==> src/rtl/smc_frame_loader_if.sv <==
// Handshake and parallel-frame bundle between the upstream beat source, the
// frame loader and the SMC inputs.
interface smc_frame_loader_if #(parameter int CNT_W = 8);
    logic             in_valid;
    logic             in_ready;
    logic [2:0]       W_in, V_GS_in, V_DS_in;
    logic [1:0]       mode_in;
    logic             out_ready;
    logic             out_valid;
    logic [2:0]       W_0, W_1, W_2, W_3, W_4, W_5;
    logic [2:0]       V_GS_0, V_GS_1, V_GS_2, V_GS_3, V_GS_4, V_GS_5;
    logic [2:0]       V_DS_0, V_DS_1, V_DS_2, V_DS_3, V_DS_4, V_DS_5;
    logic [1:0]       mode;
    logic             err;
    logic [CNT_W-1:0] frame_cnt;

    modport master (
        output in_valid, W_in, V_GS_in, V_DS_in, mode_in, out_ready,
        input  in_ready, out_valid, mode, err, frame_cnt,
        input  W_0, W_1, W_2, W_3, W_4, W_5,
        input  V_GS_0, V_GS_1, V_GS_2, V_GS_3, V_GS_4, V_GS_5,
        input  V_DS_0, V_DS_1, V_DS_2, V_DS_3, V_DS_4, V_DS_5
    );
    modport slave (
        input  in_valid, W_in, V_GS_in, V_DS_in, mode_in, out_ready,
        output in_ready, out_valid, mode, err, frame_cnt,
        output W_0, W_1, W_2, W_3, W_4, W_5,
        output V_GS_0, V_GS_1, V_GS_2, V_GS_3, V_GS_4, V_GS_5,
        output V_DS_0, V_DS_1, V_DS_2, V_DS_3, V_DS_4, V_DS_5
    );
endinterface

==> src/rtl/smc_frame_loader.sv <==
// Gathers six (W, V_GS, V_DS) beats into one registered SMC frame, holds it
// until downstream takes it, and drops partial frames that stall too long.
module smc_frame_loader #(
    parameter int GAP_MAX = 4,
    parameter int CNT_W   = 8
) (
    input logic              clk,
    input logic              rst_n,
    smc_frame_loader_if.slave bus
);
    typedef enum logic [1:0] {IDLE, LOAD, HOLD} state_t;

    // gap only needs to count up to GAP_MAX-1: the next idle cycle aborts
    localparam int GW = (GAP_MAX > 1) ? $clog2(GAP_MAX) : 1;
    localparam logic [GW-1:0] GAP_LIM = GW'((GAP_MAX > 0) ? GAP_MAX - 1 : 0);

    state_t           state, nxt;
    logic [2:0]       slot;
    logic [GW-1:0]    gap;
    logic [5:0][2:0]  w_q, vgs_q, vds_q;
    logic [1:0]       mode_q;
    logic             ov_q, err_q;
    logic [CNT_W-1:0] cnt_q;
    logic             beat, last, abort, handoff;

    assign beat    = bus.in_valid & bus.in_ready;
    assign last    = (state == LOAD) && beat && (slot == 3'd5);
    assign abort   = (GAP_MAX != 0) && (state == LOAD) && !beat && (gap == GAP_LIM);
    assign handoff = (state == HOLD) && bus.out_ready;

    always_ff @(posedge clk or negedge rst_n) begin
        if (!rst_n) state <= IDLE;
        else        state <= nxt;
    end

    always_comb begin
        nxt = state;
        case (state)
            IDLE:    if (beat) nxt = LOAD;
            LOAD:    if (abort) nxt = IDLE; else if (last) nxt = HOLD;
            HOLD:    if (handoff) nxt = IDLE;
            default: nxt = IDLE;
        endcase
    end

    always_comb begin
        bus.in_ready = (state != HOLD);
    end

    always_ff @(posedge clk or negedge rst_n) begin
        if (!rst_n) begin
            slot   <= '0;
            gap    <= '0;
            w_q    <= '0;
            vgs_q  <= '0;
            vds_q  <= '0;
            mode_q <= '0;
            ov_q   <= 1'b0;
            err_q  <= 1'b0;
            cnt_q  <= '0;
        end else begin
            err_q <= abort;
            ov_q  <= (nxt == HOLD);
            if (abort) begin
                slot   <= '0;
                gap    <= '0;
                w_q    <= '0;
                vgs_q  <= '0;
                vds_q  <= '0;
                mode_q <= '0;
            end else if (beat) begin
                w_q[slot]   <= bus.W_in;
                vgs_q[slot] <= bus.V_GS_in;
                vds_q[slot] <= bus.V_DS_in;
                if (state == IDLE) mode_q <= bus.mode_in;
                slot <= (slot == 3'd5) ? 3'd0 : slot + 3'd1;
                gap  <= '0;
            end else if (state == LOAD && GAP_MAX != 0) begin
                gap <= gap + GW'(1);
            end
            if (handoff) cnt_q <= cnt_q + CNT_W'(1);
        end
    end

    assign bus.out_valid = ov_q;
    assign bus.err       = err_q;
    assign bus.mode      = mode_q;
    assign bus.frame_cnt = cnt_q;
    assign {bus.W_5, bus.W_4, bus.W_3, bus.W_2, bus.W_1, bus.W_0} = w_q;
    assign {bus.V_GS_5, bus.V_GS_4, bus.V_GS_3, bus.V_GS_2, bus.V_GS_1, bus.V_GS_0} = vgs_q;
    assign {bus.V_DS_5, bus.V_DS_4, bus.V_DS_3, bus.V_DS_2, bus.V_DS_1, bus.V_DS_0} = vds_q;
endmodule

==> src/flat_wrapper.sv <==
// flat-port wrapper written by rule: the top's interface ports become plain ports
module smc_frame_loader_flat 
#(
    parameter int GAP_MAX = 4,
    parameter int CNT_W   = 8
)
  (clk, rst_n, bus_in_valid, bus_W_in, bus_V_GS_in, bus_V_DS_in, bus_mode_in, bus_out_ready, bus_in_ready, bus_out_valid, bus_mode, bus_err, bus_frame_cnt, bus_W_0, bus_W_1, bus_W_2, bus_W_3, bus_W_4, bus_W_5, bus_V_GS_0, bus_V_GS_1, bus_V_GS_2, bus_V_GS_3, bus_V_GS_4, bus_V_GS_5, bus_V_DS_0, bus_V_DS_1, bus_V_DS_2, bus_V_DS_3, bus_V_DS_4, bus_V_DS_5);
  smc_frame_loader_if #(.CNT_W(CNT_W)) bus_i ();
  input logic clk;
  input logic rst_n;
  input wire logic [$bits(bus_i.in_valid)-1:0] bus_in_valid;
  input wire logic [$bits(bus_i.W_in)-1:0] bus_W_in;
  input wire logic [$bits(bus_i.V_GS_in)-1:0] bus_V_GS_in;
  input wire logic [$bits(bus_i.V_DS_in)-1:0] bus_V_DS_in;
  input wire logic [$bits(bus_i.mode_in)-1:0] bus_mode_in;
  input wire logic [$bits(bus_i.out_ready)-1:0] bus_out_ready;
  output wire logic [$bits(bus_i.in_ready)-1:0] bus_in_ready;
  output wire logic [$bits(bus_i.out_valid)-1:0] bus_out_valid;
  output wire logic [$bits(bus_i.mode)-1:0] bus_mode;
  output wire logic [$bits(bus_i.err)-1:0] bus_err;
  output wire logic [$bits(bus_i.frame_cnt)-1:0] bus_frame_cnt;
  output wire logic [$bits(bus_i.W_0)-1:0] bus_W_0;
  output wire logic [$bits(bus_i.W_1)-1:0] bus_W_1;
  output wire logic [$bits(bus_i.W_2)-1:0] bus_W_2;
  output wire logic [$bits(bus_i.W_3)-1:0] bus_W_3;
  output wire logic [$bits(bus_i.W_4)-1:0] bus_W_4;
  output wire logic [$bits(bus_i.W_5)-1:0] bus_W_5;
  output wire logic [$bits(bus_i.V_GS_0)-1:0] bus_V_GS_0;
  output wire logic [$bits(bus_i.V_GS_1)-1:0] bus_V_GS_1;
  output wire logic [$bits(bus_i.V_GS_2)-1:0] bus_V_GS_2;
  output wire logic [$bits(bus_i.V_GS_3)-1:0] bus_V_GS_3;
  output wire logic [$bits(bus_i.V_GS_4)-1:0] bus_V_GS_4;
  output wire logic [$bits(bus_i.V_GS_5)-1:0] bus_V_GS_5;
  output wire logic [$bits(bus_i.V_DS_0)-1:0] bus_V_DS_0;
  output wire logic [$bits(bus_i.V_DS_1)-1:0] bus_V_DS_1;
  output wire logic [$bits(bus_i.V_DS_2)-1:0] bus_V_DS_2;
  output wire logic [$bits(bus_i.V_DS_3)-1:0] bus_V_DS_3;
  output wire logic [$bits(bus_i.V_DS_4)-1:0] bus_V_DS_4;
  output wire logic [$bits(bus_i.V_DS_5)-1:0] bus_V_DS_5;
  assign bus_i.in_valid = bus_in_valid;
  assign bus_i.W_in = bus_W_in;
  assign bus_i.V_GS_in = bus_V_GS_in;
  assign bus_i.V_DS_in = bus_V_DS_in;
  assign bus_i.mode_in = bus_mode_in;
  assign bus_i.out_ready = bus_out_ready;
  assign bus_in_ready = bus_i.in_ready;
  assign bus_out_valid = bus_i.out_valid;
  assign bus_mode = bus_i.mode;
  assign bus_err = bus_i.err;
  assign bus_frame_cnt = bus_i.frame_cnt;
  assign bus_W_0 = bus_i.W_0;
  assign bus_W_1 = bus_i.W_1;
  assign bus_W_2 = bus_i.W_2;
  assign bus_W_3 = bus_i.W_3;
  assign bus_W_4 = bus_i.W_4;
  assign bus_W_5 = bus_i.W_5;
  assign bus_V_GS_0 = bus_i.V_GS_0;
  assign bus_V_GS_1 = bus_i.V_GS_1;
  assign bus_V_GS_2 = bus_i.V_GS_2;
  assign bus_V_GS_3 = bus_i.V_GS_3;
  assign bus_V_GS_4 = bus_i.V_GS_4;
  assign bus_V_GS_5 = bus_i.V_GS_5;
  assign bus_V_DS_0 = bus_i.V_DS_0;
  assign bus_V_DS_1 = bus_i.V_DS_1;
  assign bus_V_DS_2 = bus_i.V_DS_2;
  assign bus_V_DS_3 = bus_i.V_DS_3;
  assign bus_V_DS_4 = bus_i.V_DS_4;
  assign bus_V_DS_5 = bus_i.V_DS_5;
  smc_frame_loader #(.GAP_MAX(GAP_MAX), .CNT_W(CNT_W)) u_core (.clk(clk), .rst_n(rst_n), .bus(bus_i));
endmodule
==> config.mk <==
export PLATFORM = sky130hd
export DESIGN_NAME = smc_frame_loader_flat
export DESIGN_NICKNAME = d
export VERILOG_FILES = /design/src/rtl/smc_frame_loader_if.sv /design/src/rtl/smc_frame_loader.sv /design/src/flat_wrapper.sv
export SDC_FILE = /design/constraint.sdc
export NUM_CORES = 1
export LEC_CHECK = 0
export ABC_AREA = 1
export CAP_MARGIN = 10
export CORE_UTILIZATION = 40
export CTS_BUF_LIST = sky130_fd_sc_hd__clkbuf_8 sky130_fd_sc_hd__clkbuf_16
export DETAILED_ROUTE_END_ITERATION = 8
export PLACE_DENSITY = 0.83
export SLEW_MARGIN = 20
export SYNTH_ARGS = -nofsm -noshare
export SYNTH_HDL_FRONTEND = slang
export SYNTH_SLANG_ARGS = --single-unit
export TNS_END_PERCENT = 100
==> constraint.sdc <==
create_clock -name clk -period 1.15 [get_ports clk]
set_input_delay 0.115 -clock clk [delete_from_list [all_inputs] [get_ports clk]]
set_output_delay 0.115 -clock clk [all_outputs]
set_load 0.02 [all_outputs]
== Word level (Yosys, flattened, before mapping) ==
Index checks and enable logic that the tools add are counted.

* Flip-flop bits (word level): 73

* Add/subtract/negate cells: 3
* Magnitude comparators: 2
* Equal/unequal tests: 6
* Multiplexer cells: 25
* Bitwise operators: 1
* Reductions and logical operators: 12

{| class="wikitable"
|+ Operators by type and width
! kind !! number
|-
| 18-bit two-way mux || 6
|-
| 18-bit bitwise mux || 3
|-
| 2-bit two-way mux || 10
|-
| 3-bit two-way mux || 4
|-
| 3-bit demux with 3-bit select || 1
|-
| 8-bit by 1-bit adder with 8-bit output, second input constant || 1
|-
| 2-bit equality test, second input constant || 3
|-
| 1-bit logical AND || 6
|-
| 2-bit case mux with 3 select lines || 1
|-
| 3-bit by 4-bit less-than comparator with 1-bit output, second input constant || 1
|-
| 2-bit nonzero test || 2
|-
| 3-bit by 1-bit adder with 3-bit output, second input constant || 1
|-
| 3-bit equality test, second input constant || 1
|-
| 3-bit by 1-bit greater-or-equal comparator with 1-bit output, second input constant || 1
|-
| 3-bit nonzero test || 1
|-
| 2-bit by 1-bit adder with 2-bit output, second input constant || 1
|-
| 2-bit by 1-bit equality test with 1-bit output, second input constant || 1
|-
| 2-bit zero test || 1
|-
| 2-bit inequality test, second input constant || 1
|-
| 2-bit AND reduction || 1
|-
| 1-bit AND || 1
|-
| 1-bit zero test || 1
|}

== Longest topological paths before layout ==
Gate-level depths: netlist of run 1.

* Word-level depth: 8
* Depth in mapped cells: 8
* Depth with buffers taken out: 7

== Least setup slack after synthesis of run 1 ==
No wires, ideal clock.

* Path type: register -> register
* From: register u_core.state[1]
* To: register u_core.vds_q (netlist bit u_core.bus.V_DS_5[0])
* Arrival time: 1.257 ns
* Data required time: 1.033 ns
* Slack: -0.224 ns
* Cell stages (with the launch flop): 7
* Clock period less this slack: 1.374 ns
* Path through: dfrtp_1 nand2_1 nand2_1 nor2_4 nor2_4 nand2_1 nand2_1

* Longest elaborated chain between the ends: 6

{| class="wikitable"
|+ RTL lines
! element !! line !! text
|-
| from (decl) || smc_frame_loader.sv:17 || <nowiki>state_t state, nxt;</nowiki>
|-
| from (signal assigned) || smc_frame_loader.sv:33 || <nowiki>else state <= nxt;</nowiki>
|-
| 2-bit inequality test (*) || smc_frame_loader.sv:47 || <nowiki>bus.in_ready = (state != HOLD);</nowiki>
|-
| net bus_in_ready || flat_wrapper.sv:17 || <nowiki>output wire logic [$bits(bus_i.in_ready)-1:0] bus_in_ready;</nowiki>
|-
| 1-bit AND (*) || smc_frame_loader.sv:26 || <nowiki>assign beat = bus.in_valid & bus.in_ready;</nowiki>
|-
| 1-bit zero test || smc_frame_loader.sv:28 || <nowiki>assign abort = (GAP_MAX != 0) && (state == LOAD) && !beat && (gap == GAP_LIM);</nowiki>
|-
| 1-bit logical AND (2 in series) || smc_frame_loader.sv:28 ||
|-
| 18-bit two-way mux / 2-bit nonzero test (equally long branches) || n/a ||
|-
| to (signal, indexed assignment) || smc_frame_loader.sv:74 || <nowiki>vds_q[slot] <= bus.V_DS_in;</nowiki>
|-
| to (decl) || smc_frame_loader.sv:20 || <nowiki>logic [5:0][2:0] w_q, vgs_q, vds_q;</nowiki>
|}

Mark *: on every way through the listed nets, which the timed path passes. The rest lies on a longest branch.
A chain may end at the register's enable or synchronous reset.

== Worst setup path in the final report of run 1 ==
* From: register u_core.state[1]
* To: register u_core.vds_q (netlist bit u_core.bus.V_DS_5[1])

* Longest elaborated chain between the ends: 6

{| class="wikitable"
|+ RTL lines
! element !! line !! text
|-
| 2-bit inequality test || smc_frame_loader.sv:47 ||
|-
| 1-bit AND || smc_frame_loader.sv:26 ||
|-
| 1-bit zero test || smc_frame_loader.sv:28 ||
|-
| 1-bit logical AND (*) (2 in series) || smc_frame_loader.sv:28 ||
|-
| net u_core.abort || smc_frame_loader.sv:24 || <nowiki>logic beat, last, abort, handoff;</nowiki>
|-
| 18-bit two-way mux / 2-bit nonzero test (equally long branches) || n/a ||
|}

Marked as above.

==> flow_summary.ini, run 1 <==
[setup_path]
cp_max_fo = 9
r2r_end = u_core.bus.V_DS_5[1]
cp-end-kind = flop
r2r_slack_ns = -0.26
reg2reg_depth = 7
cp-start-kind = flop
required_ns = 1.39
critPathKind = flop to flop
reg2reg_from = u_core.state[1]
arrival_ns = 1.65

[floorplan]
initial_core_util = 0.418
dieArea_sq_um = 7970
die_w_microns = 89.3
num_io_pins = 82
core_sq_um = 7290
die_h_microns = 89.3
num_rows = 31

[synthesis]
syn_nets = 360
syn_inst = 343
synth_most_common_cell = nand2_1
async_flop_share = 1.00
ys.warnings.count = 0
seq_area_frac_synth = 0.599
ys_top_cells_by_area = dfrtp_1 (60%), nand2_1 (17%), nand3_1 (10%)
ys_types = 24
synth-seq-cells = 73
synth-edff-count = 0
yosys.area.top_type = dfrtp_1
syn_avg_cell_area_sq_um = 8.89
synth-main-ff-cell = dfrtp_1
synth_top_area_frac = 0.599
synth_common_cells = nand2_1 (142), dfrtp_1 (73), nand3_1 (61)
syn_area_sq_um = 3050

[global_routing]
grt_util_met2 = 0.424
grt_usage = 0.249
grtUsageMet3 = 0.0785
top_usage_layer = met2
met1_usage = 0.297
grt_pass1_vias = 2961
grt.overflow.total = 0
grt_max_degree = 74
antenna_found_initial = 0
grt_pass1_wl_microns = 14500

[placed_design]
place_congestion = 0.789
hpwl_microns = 5780
portBuffers = 81

[sta]
finalCriticalPeriod_ns = 1.41
finalSetupViolations = 67
setup-tns-final_ns = -11.25
fin_ws_ns = -0.263
rsz0062_at_grt = true
final.period_utilization = 1.23
slew_viol_final = 0
finClkSkew_ns = 0.00896
finalHoldViolCount = 0
clock.fmax_mhz = 708
worst_pin_slew_ns = 0.398
slew_headroom = 0.734

[pwr]
power_mw = 11.8
power_density_nw_per_um2 = 2460
peakVddDrop_v = 0.00126
power_leakage_nw = 2.54

[drt]
initialDrtViolationCount = 250
drc = 0
postRouteWirelength_microns = 9750
vias = 2999
wl_per_cell_microns = 16.8
ant_nets = 0
routed_via_density = 5.18
drtPass1Iterations = 4

[cts]
cts_tree = built
cts-buffers-inserted = 9
cts.reportedPaths.clkPinSlew_ns = 0.08
cts_num_sinks = 73
clk_latency_ns = 0.36
cts_buffer_depth = 2
root_buffer = clkbuf_8
h-tree-depth = 3

[cells_and_area]
multiInputGateArea_sq_um = 1470
layout-drive-gt1-share = 0.448
seqCellArea_sq_um = 1830
area_growth_pct = 57.8
largest_reg_flops = 8
n_antenna_cell = 0
nets = 492
fillers = 590

[hold_path]
hold_path.class = input port to asynchronous set/reset pin

[status]
outcome = complete, but fails checks
violations = negative setup slack

[job]
drv_cap = 0
==> layer usage <==
layer	vias to the layer above	part of all wire
met1	1502	0.39
met4	0	0.014
met3	15	0.068
met2	110	0.53
li1	1372	-
met5	-	0
==> cell usage in the layout, fill, tap and decap left out, drive strengths merged <==
cell             n
clkinv           6
nor2             9
dfrtp           73
inv             18
ha               2
xor2             2
nor3             3
xnor2            1
clkdlybuf4s15    8
buf             97
nand3           63
nand4            3
o21ai            7
clkbuf          20
bufinv           2
clkinvlp         2
dlygate4sd3      1
clkdlybuf4s50   13
o21bai           2
nand2          145
a21oi            3
==> final cells by class <==
type | instances | area share
sequential | 73 | 0.381
multi-input combinational | 240 | 0.306
timing repair buffer | 128 | 0.217
clock buffer | 11 | 0.0315
tap | 99 | 0.0258
inverter | 22 | 0.0213
clock inverter | 5 | 0.0161
timing repair inverter | 1 | 0.00130
==> critical path: stages, from the launching register on <==
cell and delay (ns):
dfrtp_2 0.47, inv_2 0.11, nand2_4 0.07, buf_6 0.13, nor3_4 0.24, nor2_4 0.11
nand2_1 0.09, nand2_1 0.07
==> cells by family after synthesis <==
kind of cell	after synthesis	synth area share
xor+xnor	3	0.00862
buf+inv	31	0.0456
flops	73	0.599
compound gates	12	0.0250
simple gates	222	0.313
fa+ha+maj	2	0.00821
==> metrics by stage <==
| stage | hold slack, ns | cell area, sq um | instances | setup WS (ns) | util |
|---|---|---|---|---|---|
| 2_1_floorplan | -0.181 | 3130 | 343 | -0.0683 | - |
| 3_3_place_gp | 0.173 | 4260 | 545 | -0.391 | 0.585 |
| 3_5_place_dp | 0.176 | 4260 | 545 | -0.450 | 0.585 |
| 4_1_cts | 0.334 | 4940 | 575 | -0.205 | 0.677 |
| 5_1_grt | 0.348 | 4810 | 579 | -0.298 | 0.660 |
| 6_report | 0.294 | 4810 | 579 | -0.263 | 0.660 |
==> where the power goes <==
part	switching (mW)	internal, mW
clock network	0.974	1.33
logic	3.15	1.97
registers	0.807	3.58
==> worst max path at each step <==
stage                     from                   end  slack [ns]  depth (start not counted)
2_1_floorplan  u_core.state[1]  u_core.bus.V_DS_2[2]       -0.07                          8
3_3_place_gp      bus_in_valid  u_core.bus.V_GS_0[2]       -0.39                          7
3_5_place_dp      bus_in_valid     u_core.bus.W_0[0]       -0.45                          7
4_1_cts        u_core.state[1]  u_core.bus.V_GS_1[1]       -0.21                          7
5_1_grt        u_core.state[1]  u_core.bus.V_DS_5[1]       -0.30                          7
6_report       u_core.state[1]  u_core.bus.V_DS_5[1]       -0.26                          7
==> repair_timing <==
action | CTS | global route
gates cloned | 5 | 0
pin swaps | 13 | 18
hold buffers | 1 | 0
gates resized for setup | 257 | 111
buffers inserted | 8 | 8
endpoints found under the hold margin | 73 | 0
endpoints found under the setup margin | 137 | 125
Power figures use the tool's default switching activity.
==> run 2: changes to the inputs <==
- ABC_AREA: 1 -> 0
- PLACE_DENSITY: 0.83 -> 0.81
==> flow_summary.ini, run 2 <==
[sta]
final.period_utilization = 1.28
finClkSkew_ns = 0.0108
finalCriticalPeriod_ns = 1.48
worst_pin_slew_ns = 0.393
finalSetupViolations = 74
rsz0062_at_grt = true
setup-tns-final_ns = -16.84
fin_hold_ws_ns = 0.313
fin_ws_ns = -0.328
finalHoldViolCount = 0
slew_viol_final = 0
slew_headroom = 0.738
clock.fmax_mhz = 677

[cts]
cts_buffer_depth = 2
h-tree-depth = 3
clk_latency_ns = 0.36
cts_tree = built
cts_num_sinks = 73
cts-buffers-inserted = 9
cts.reportedPaths.clkPinSlew_ns = 0.08
root_buffer = clkbuf_8

[cells_and_area]
largest_reg_flops = 8
nets = 478
final_cell_area_sq_um = 5660
area_growth_pct = 64.1
layout-drive-gt1-share = 0.498
final_common_cell = dfrtp_1
n_antenna_cell = 0
final_cell_mix = dfrtp_1 (73), buf_4 (31), nand4_1 (30), buf_2 (29)

[setup_path]
r2r_slack_ns = -0.33
cp_slowest_cell = or3b_4
cp-end-kind = flop
crit_buf_inv = 1
cp_cell_sequence = or3b_4 -> buf_12 -> o31ai_4 -> a21oi_1
reg2reg_from = u_core.slot[1]
cp_top_family = simple AND/OR/NAND/NOR gates
r2r_end = u_core.bus.W_0[1]
arrival_ns = 1.71
max_stage_delay_ns = 0.47
required_ns = 1.38
critPathKind = flop to flop
cp_max_fo = 5
cp-start-kind = flop
reg2reg_depth = 4

[floorplan]
dieArea_sq_um = 9000
die_w_microns = 94.9
initial_core_util = 0.415
die_h_microns = 94.9
core_sq_um = 8300
num_rows = 33
num_io_pins = 82

[pwr]
peakVddDrop_v = 0.00124
power_density_nw_per_um2 = 2450
power_leakage_nw = 2.65
power_mw = 13.9

[synthesis]
synth-edff-count = 0
syn_avg_cell_area_sq_um = 10.7
syn_nets = 339
async_flop_share = 1.00
synth-main-ff-cell = dfrtp_1
synth-seq-cells = 73
ys_top_cells_by_area = dfrtp_1 (53%), nand4_1 (5.4%), mux2i_1 (5.2%)
synth_common_cells = dfrtp_1 (73), a21oi_1 (31), nand2_1 (30), nand4_1 (30), o31ai_1 (19)
yosys.area.top_type = dfrtp_1
syn_area_sq_um = 3450
synth_top_area_frac = 0.530
ys.warnings.count = 0
syn_inst = 322
seq_area_frac_synth = 0.530
synth_most_common_cell = dfrtp_1
ys_types = 41

[placed_design]
place_congestion = 0.768
placed_cell_area_sq_um = 4670
hpwl_microns = 5970
portBuffers = 81

[drt]
vias = 3288
initialDrtViolationCount = 261
drc = 0
drtPass1Iterations = 5
routed_via_density = 5.76
ant_nets = 0
wl_per_cell_microns = 20.2
postRouteWirelength_microns = 11500

[global_routing]
antenna_found_initial = 0
grt_pass1_vias = 3182
grt_usage = 0.244
grt_pass1_wl_microns = 16300
grt.overflow.total = 0
grt_max_degree = 74

[status]
outcome = complete, but fails checks
violations = negative setup slack

[hold_path]
hold_start = bus_mode_in[0]
min_path_cells = 3
holdPathEnd = u_core.bus.mode[0]
hold_path.class = input port to flop

[job]
drv_cap = 0
run 2: changes by cell type after synthesis, moves of 4 or more:
| cell | change |
|---|---|
| a21oi_1 | +29 |
| nand3_1 | -48 |
| o31ai_1 | +19 |
| clkinv_1 | -4 |
| nand4_1 | +27 |
| buf_2 | +6 |
| clkbuf_1 | +6 |
| mux2i_1 | +18 |
| nand2_1 | -112 |
| o21ai_0 | +4 |
| o31ai_2 | +9 |
run 2: repair_timing:
action	4_1_cts	5_1_grt
hold endpoints to repair	73	0
endpoints found under the setup margin	139	108
gates resized for setup	243	99
hold buffers	1	0
buffers inserted	11	10
gates cloned	7	5
pin swaps	18	24
run 2: logic make-up (layout without fill, tap and decap cells):
logic type / count (synthesis) / after routing / synth area share
muxes: 20 / 20 / 0.0588
and+or+nand+nor: 95 / 96 / 0.151
AOI/OAI and AO/OA: 78 / 78 / 0.159
buffers and inverters: 47 / 190 / 0.0769
adders and majority gates: 2 / 2 / 0.00726
xor gates and xnor gates: 7 / 7 / 0.0178
DFF: 73 / 73 / 0.530
run 2: worst min-delay path, stage by stage:
cell	delay, ns
clkdlybuf4s50_1	0.39
inv_1	0.05
a311oi_1	0.08
run 2: metal layers:
layer	routed length, microns	global-route usage
met2	5810	0.399
met1	4590	0.318
met4	318	0.101
met5	0	0
met3	806	0.0427
run 2: report_power, final:
part | leakage, nW | internal (mW) | total, mW | switching [mW]
clock | 0.123 | 1.40 | 2.39 | 0.988
combinational | 1.60 | 3.21 | 7.03 | 3.83
sequential | 0.931 | 3.61 | 4.43 | 0.823
run 2: cell type report:
class	instances	area, sq um
fill	586	2640
sequential	73	1830
multi-input combinational	203	1820
timing repair buffer	157	1570
clock buffer	12	165
tap	105	131
clock inverter	4	73.8
inverter	17	71.3
run 2: worst max-delay path by stage:
stage          cells after the start      startpoint                    to
4_1_cts                            4  u_core.slot[1]     u_core.bus.W_4[1]
2_1_floorplan                      6  u_core.slot[0]  u_core.bus.V_DS_0[0]
6_report                           4  u_core.slot[1]     u_core.bus.W_0[1]
5_1_grt                            5  u_core.slot[1]     u_core.bus.W_1[1]
3_3_place_gp                       5    bus_in_valid     u_core.bus.W_4[0]
3_5_place_dp                       5    bus_in_valid  u_core.bus.V_DS_4[0]
run 2: stage by stage:
stage | setup WS (ns) | instances | util
6_report | -0.328 | 571 | 0.682
5_1_grt | -0.368 | 571 | 0.682
4_1_cts | -0.268 | 558 | 0.650
3_5_place_dp | -0.494 | 524 | 0.563
3_3_place_gp | -0.472 | 524 | 0.563
2_1_floorplan | -0.320 | 322 | -
==> run 3: changes to the inputs <==
- CELL_PAD_IN_SITES_DETAIL_PLACEMENT: default -> 0
- CELL_PAD_IN_SITES_GLOBAL_PLACEMENT: default -> 1
- CORE_UTILIZATION: 40 -> 35
- MAX_ROUTING_LAYER: default -> met4
- PLACE_DENSITY: 0.81 -> 0.89
==> flow_summary.ini, run 3 (synthesized netlist as in run 2, its figures left out) <==
[status]
outcome = complete, but fails checks
violations = negative setup slack

[global_routing]
grt_max_degree = 74
grt.overflow.total = 0
grt_pass1_vias = 3128
antenna_found_initial = 0
grt_pass1_wl_microns = 16100
grt_usage = 0.213

[pwr]
power_leakage_nw = 2.52
power_density_nw_per_um2 = 2430
peakVddDrop_v = 0.00103

[cts]
cts.reportedPaths.clkPinSlew_ns = 0.08
root_buffer = clkbuf_8
cts_tree = built
clk_latency_ns = 0.35
cts_num_sinks = 73
h-tree-depth = 3
cts_buffer_depth = 2
cts-buffers-inserted = 9

[setup_path]
arrival_ns = 1.72
reg2reg_depth = 4
r2r_end = u_core.bus.V_DS_4[0]
cp_cell_sequence = or3b_4 -> buf_12 -> o31ai_1 -> a21oi_1
reg2reg_from = u_core.slot[1]
critPathKind = flop to flop
r2r_slack_ns = -0.34
cp-start-kind = flop
required_ns = 1.38
cp_slowest_cell = or3b_4
cp_max_fo = 18
max_stage_delay_ns = 0.42
cp-end-kind = flop

[placed_design]
place_congestion = 0.793
portBuffers = 81
hpwl_microns = 6400
placed_cell_area_sq_um = 4700

[cells_and_area]
largest_reg_flops = 8
layout-drive-gt1-share = 0.492
nets = 469
final_cell_mix = dfrtp_1 (73), buf_4 (35), buf_2 (32), nand4_1 (30), nand2_1 (29)
n_antenna_cell = 0
final_common_cell = dfrtp_1
area_growth_pct = 56.4
final_cell_area_sq_um = 5390

[sta]
finClkSkew_ns = 0.0119
finalSetupViolations = 73
rsz0062_at_grt = true
worst_pin_slew_ns = 0.393
setup-tns-final_ns = -14.76
final.period_utilization = 1.29
slew_headroom = 0.738
fin_hold_ws_ns = 0.322
fin_ws_ns = -0.336
clock.fmax_mhz = 673
finalHoldViolCount = 0
finalCriticalPeriod_ns = 1.49
slew_viol_final = 0

[job]
drv_cap = 0

[drt]
drc = 0
initialDrtViolationCount = 120
ant_nets = 0
postRouteWirelength_microns = 10800
drtPass1Iterations = 4
wl_per_cell_microns = 18.4
vias = 3159
routed_via_density = 5.39

[floorplan]
num_rows = 35
core_sq_um = 9370
dieArea_sq_um = 10300
die_w_microns = 101
die_h_microns = 101
num_io_pins = 82
initial_core_util = 0.368

[hold_path]
hold_path.class = input port to asynchronous set/reset pin
[run 3: layer usage]
metal  vias to the layer above  part of all wire  track usage
met5                         -                 0            -
met4                         0             0.018       0.0870
met3                        20             0.052       0.0366
met2                       108              0.52        0.354
met1                      1593              0.41        0.257
li1                       1438                 -            -
[run 3: worst max path at each step]
stage	from	end	slack, ns	depth (start not counted)
CTS	u_core.slot[1]	u_core.bus.W_4[1]	-0.29	4
floorplan	u_core.slot[0]	u_core.bus.V_DS_0[0]	-0.32	6
global placement	bus_in_valid	u_core.bus.W_4[0]	-0.51	5
detailed placement	bus_in_valid	u_core.bus.V_GS_4[1]	-0.54	6
finish	u_core.slot[1]	u_core.bus.V_DS_4[0]	-0.34	4
global route	u_core.slot[1]	u_core.bus.W_4[0]	-0.35	4
[run 3: final cells by class]
class,count,area (sq um)
fillers,800,3980
well taps,129,161
inverters,17,72.6
multi-input cells,203,1760
flip-flops and latches,73,1830
clock inverters,7,93.8
clock buffers,9,124
repair buffers,148,1350
[run 3: report_power, final]
group	leakage (nW)	internal, mW	switching (mW)
logic	1.48	2.86	3.62
clock network	0.111	1.22	0.994
registers	0.931	3.61	0.771
total	2.52	7.69	5.39
[run 3: stage by stage]
stage                     std cells  setup slack, ns   util  total power, mW
after global placement          544           -0.507  0.502             10.2
after detailed placement        544           -0.541  0.502             10.4
final                           586           -0.336  0.575             13.1
after floorplan                 322           -0.320      -             7.51
after global routing            586           -0.351  0.575             13.8
after CTS                       575           -0.287  0.576             13.0
[run 3: repair_timing]
item | in CTS | in global routing
buffers inserted | 11 | 13
hold buffers | 1 | 0
pin swaps | 17 | 24
setup endpoints to repair | 140 | 110
resized for setup | 261 | 73
cloned | 3 | 1
hold endpoints to repair | 73 | 0
[run 3: critical path, delay by kind of cell, from the launching register on]
family | cells | cell delay, ns
compound gates | 2 | 0.37
buf+inv | 1 | 0.17
flops | 1 | 0.41
simple gates | 1 | 0.42
